--- config.mk ---
export PLATFORM = sky130hd
export DESIGN_NAME = ef_tcc32_evt_cond_flat
export DESIGN_NICKNAME = d
export VERILOG_FILES = /design/src/rtl/ef_tcc32_evt_pkg.sv /design/src/rtl/ef_tcc32_evt_cond_if.sv /design/src/rtl/ef_sync.sv /design/src/rtl/ef_tcc32_evt_cond.sv /design/src/flat_wrapper.sv
export SDC_FILE = /design/constraint.sdc
export NUM_CORES = 1
export LEC_CHECK = 0
export CAP_MARGIN = 20
export CELL_PAD_IN_SITES_DETAIL_PLACEMENT = 1
export CELL_PAD_IN_SITES_GLOBAL_PLACEMENT = 1
export CORE_AREA = 4 4 62 64
export DETAILED_ROUTE_END_ITERATION = 7
export DIE_AREA = 0 0 66 68
export GPL_TIMING_DRIVEN = 0
export PLACE_DENSITY_LB_ADDON = 0.1
export SLEW_MARGIN = 0
export SYNTH_ARGS = -nofsm -noshare
export SYNTH_HDL_FRONTEND = slang
export SYNTH_SLANG_ARGS = --single-unit
--- constraint.sdc ---
create_clock -name clk -period 2.9 [get_ports clk]
set_clock_uncertainty 0.15 [all_clocks]
set_input_delay 0.58 -clock clk [delete_from_list [all_inputs] [get_ports clk]]
set_output_delay 0.58 -clock clk [all_outputs]
set_load 0.1 [all_outputs]
--- src/rtl/ef_tcc32_evt_pkg.sv ---
// ef_tcc32_evt_pkg: edge_sel encodings and default parameters for the TCC32 event conditioner
package ef_tcc32_evt_pkg;
  typedef enum logic [1:0] {EDGE_NONE = 2'b00, EDGE_RISE = 2'b01, EDGE_FALL = 2'b10, EDGE_BOTH = 2'b11} edge_sel_e;
  localparam int DEF_SYNC_STAGES = 2;
  localparam int DEF_FLT_W = 8;
  localparam int DEF_PSC_W = 8;
endpackage

--- src/rtl/ef_tcc32_evt_cond_if.sv ---
// ef_tcc32_evt_cond_if: event pin, enable and config (en, evt_in, flt_len, edge_sel, psc) in; evt_level, evt_pulse out
interface ef_tcc32_evt_cond_if
  import ef_tcc32_evt_pkg::*;
#(
  parameter int FLT_W = DEF_FLT_W,
  parameter int PSC_W = DEF_PSC_W
);
  logic en;
  logic evt_in;
  logic [FLT_W-1:0] flt_len;
  logic [1:0] edge_sel;
  logic [PSC_W-1:0] psc;
  logic evt_level;
  logic evt_pulse;
  modport master (output en, evt_in, flt_len, edge_sel, psc, input evt_level, evt_pulse);
  modport slave (input en, evt_in, flt_len, edge_sel, psc, output evt_level, evt_pulse);
endinterface

--- src/rtl/ef_sync.sv ---
// ef_sync: STAGES-deep reset-to-0 synchronizer; ports clk, rst, d (async in), q (synchronized out)
module ef_sync #(
  parameter int STAGES = 2
) (
  input  logic clk,
  input  logic rst,
  input  logic d,
  output logic q
);
  logic [STAGES-1:0] r;
  always_ff @(posedge clk) r <= rst ? '0 : {r[STAGES-2:0], d};
  assign q = r[STAGES-1];
endmodule

--- src/rtl/ef_tcc32_evt_cond.sv ---
// ef_tcc32_evt_cond: sync + glitch filter + edge select + prescaler; ports clk, rst, bus (slave: en/evt_in/flt_len/edge_sel/psc in, evt_level/evt_pulse out)
module ef_tcc32_evt_cond
  import ef_tcc32_evt_pkg::*;
#(
  parameter int SYNC_STAGES = DEF_SYNC_STAGES,
  parameter int FLT_W = DEF_FLT_W,
  parameter int PSC_W = DEF_PSC_W
) (
  input logic clk,
  input logic rst,
  ef_tcc32_evt_cond_if.slave bus
);
  logic s, lvl, pulse, acc, qual;
  logic [FLT_W-1:0] fcnt;
  logic [PSC_W-1:0] pcnt;
  ef_sync #(.STAGES(SYNC_STAGES)) u_sync (.clk(clk), .rst(rst), .d(bus.evt_in), .q(s));
  assign acc = bus.en && (s != lvl) && (fcnt >= bus.flt_len);
  assign qual = acc && (s ? bus.edge_sel[0] : bus.edge_sel[1]);
  always_ff @(posedge clk) begin
    if (rst) begin
      lvl <= 1'b0;
      fcnt <= '0;
      pcnt <= '0;
      pulse <= 1'b0;
    end else if (!bus.en) begin
      lvl <= s;
      fcnt <= '0;
      pcnt <= '0;
      pulse <= 1'b0;
    end else begin
      lvl <= acc ? s : lvl;
      fcnt <= (s == lvl || acc) ? '0 : fcnt + 1'b1;
      pulse <= qual && (pcnt >= bus.psc);
      pcnt <= !qual ? pcnt : (pcnt >= bus.psc) ? '0 : pcnt + 1'b1;
    end
  end
  assign bus.evt_level = lvl;
  assign bus.evt_pulse = pulse;
endmodule
--- src/flat_wrapper.sv ---
// flat-port wrapper written by rule: the top's interface ports become plain ports
module ef_tcc32_evt_cond_flat import ef_tcc32_evt_pkg::*;
#(
  parameter int SYNC_STAGES = DEF_SYNC_STAGES,
  parameter int FLT_W = DEF_FLT_W,
  parameter int PSC_W = DEF_PSC_W
)
  (clk, rst, bus_en, bus_evt_in, bus_flt_len, bus_edge_sel, bus_psc, bus_evt_level, bus_evt_pulse);
  ef_tcc32_evt_cond_if #(.FLT_W(FLT_W), .PSC_W(PSC_W)) bus_i ();
  input logic clk;
  input logic rst;
  input wire logic [$bits(bus_i.en)-1:0] bus_en;
  input wire logic [$bits(bus_i.evt_in)-1:0] bus_evt_in;
  input wire logic [$bits(bus_i.flt_len)-1:0] bus_flt_len;
  input wire logic [$bits(bus_i.edge_sel)-1:0] bus_edge_sel;
  input wire logic [$bits(bus_i.psc)-1:0] bus_psc;
  output wire logic [$bits(bus_i.evt_level)-1:0] bus_evt_level;
  output wire logic [$bits(bus_i.evt_pulse)-1:0] bus_evt_pulse;
  assign bus_i.en = bus_en;
  assign bus_i.evt_in = bus_evt_in;
  assign bus_i.flt_len = bus_flt_len;
  assign bus_i.edge_sel = bus_edge_sel;
  assign bus_i.psc = bus_psc;
  assign bus_evt_level = bus_i.evt_level;
  assign bus_evt_pulse = bus_i.evt_pulse;
  ef_tcc32_evt_cond #(.SYNC_STAGES(SYNC_STAGES), .FLT_W(FLT_W), .PSC_W(PSC_W)) u_core (.clk(clk), .rst(rst), .bus(bus_i));
endmodule
==> qor.yml <==
synth_edf_count: 0
drive_above_1_share_pct: 6.63
wl_um: 3010
drt_first_pass_iters: 4
max_slew.worst_pin.slew_ns: 0.979
cts_resized: 0
fillCellCount: 390
power.leakage_uw: 0.000654
finalPower_uw: 475
hold_path_end: "u_core.u_sync.r[1]"
async_reset_ff_share_pct: 0
cts_setup_buffers: 0
clk_pin_slew_ns: 0.10
finalSetupViolCount: 0
start_kind: "input pin"
final_nets: 223
fin_setup_tns_ns: 0
cp_max_fo: 10
drt-initial-drc-count: 18
syn_inst: 155
initial_core_util_pct: 40.2
ys.flop_type: "dfxtp_1"
netlist.area_leader.share_pct: 30.3
hold_depth: 1
first_global_vias: 1235
die_x_um: 66
track_usage_pct: 15.3
slew_headroom_pct: 34.5
syn_nets: 195
grt.overflow.total: 0
cts_tree: "built"
synth_largest_area_cell: "dfxtp_1"
required_ns: 2.97
synth_common_cells: "dfxtp_1, inv_1, ha_1"
htree_levels: 1
routed_via_density: 5.07
die_area_um2: 4490
hold_viol: 0
synth_area_leaders: "dfxtp_1, ha_1, inv_1"
max_freq_mhz: 390
yosysUniqueCellTypes: 35
multi_input_area_um2: 833
synth_area_um2: 1320
ys_ff_latch: 20
synth_most_common_cell: "dfxtp_1"
regArea_um2: 400
cts_buffers: 3
ff2ff_path_depth: 6
grt_pass1_wl_um: 5340
period_share_pct: 88.4
dp_hpwl_um: 2470
finalMaxSlewViolations: 0
port_buffers: 23
die_y_um: 68
rows: 21
min_period_ns: 2.56
coreArea_um2: 3280
diodes: 0
dp_slack_ns: -0.0211
ys_seq_area_share_pct: 30.3
ant_nets: 0
yosysWarnings: 0
hold_path.class: "flop to flop"
rrSetupSlack_ns: 0.70
clock_latency_ns: 0.30
fin_ws_ns: 0.335
drv_cap: 0
grt_max_degree: 11
cts.sinks: 20
num_vias: 1151
cp-end-kind: "flop"
r2r-start: "u_core.pcnt[2]"
cts_root_buf: "clkbuf_4"
r2r-end: "u_core.pcnt[7]"
vdd_drop_max_mv: 0.193
antenna_found_initial: 0
ios: 24
synthToLayoutAreaGrowth_pct: 23.5
rsz0062_at_grt: "false"
crit_type: "input pin to flop"
outcome: "complete, no violations"
synth_area_per_cell_um2: 8.52
cellPowerDensity_nw_per_um2: 291
min_from: "u_core.u_sync.r[0]"
route.detailed.drc: 0
wl_per_cell_um: 13.3
fin_util_pct: 49.6
cts.path.max_buffers: 2
arrival_ns: 2.64
globalplace.congestion: 0.766
postCtsHoldBufs: 0
-- stage by stage --
step                instances  hold slack (ns)  instance area [um^2]
floorplan                 155            0.264                  1320
detailed placement        224            0.294                  1610
global placement          224            0.274                  1610
CTS                       227            0.314                  1630
finish                    227            0.310                  1630
global route              227            0.339                  1630
-- routing by layer --
metal	vias up	routed length, um	global-route usage [%]
met3	2	122	3.45
met1	539	1420	18.5
met4	0	17	3.05
met5	-	0	0
li1	591	-	-
met2	19	1450	27.9
-- state kept, by name, summed over array words and instances (netlist names) --
name and count:
u_core.fcnt 8, u_core.u_sync.r 2, u_core.bus.evt_level 1, u_core.bus.evt_pulse 1, u_core.pcnt 8
-- final cells by class --
class | count | share of cell area (%)
Clock buffer | 3 | 1.38
Timing Repair Buffer | 23 | 14.1
Sequential cell | 20 | 24.6
Multi-Input combinational cell | 114 | 51.1
Tap cell | 46 | 3.53
Inverter | 19 | 4.37
Buffer | 2 | 0.921
-- logic make-up after synthesis --
family | share of synthesized area (%)
xor+xnor | 3.98
simple gates | 21.6
buf+inv | 6.54
compound gates | 20.5
flops | 30.3
fa+ha+maj | 17.1
-- worst max-delay path: stages --
cell	delay, ns
clkdlybuf4s50_1	0.45
inv_1	0.04
ha_1	0.30
a211oi_1	0.23
o21ai_0	0.18
a21oi_4	0.34
nand3_1	0.28
o22ai_1	0.23
-- power by group --
group          internal (uW)  switching, uW  leakage, uW
logic                   40.5           27.9     0.000479
registers                277           1.25     0.000162
clock network           48.3           80.7    0.0000138
total                    365            110     0.000654
-- cell usage in the layout (no fill, tap or decap), drive strengths merged, types with 2 or more instances in the layout --
cell type and instances:
clkdlybuf4s50 23, dfxtp 20, inv 19, ha 18
nand2 15, nor2 10, nand3 7, a21oi 7
a211oi 7, nor2b 6, or3 6, o22ai 6
o21ai 6, clkbuf 4, and3 3, xor2 3
xnor2 3, or2 2, nand4 2, nand2b 2
o21ba 2
-- how the worst max path moves through the flow --
stage,slack (ns),start,to,cells after the start
global route,0.15,bus_psc[2],u_core.pcnt[7],8
finish,0.34,bus_psc[2],u_core.pcnt[7],8
floorplan,0.75,bus_flt_len[0],u_core.bus.evt_level,7
detailed placement,-0.02,bus_psc[2],u_core.pcnt[7],8
global placement,0.03,bus_psc[2],u_core.pcnt[7],8
CTS,0.30,bus_psc[2],u_core.pcnt[7],8
Power figures use the tool's default switching activity.
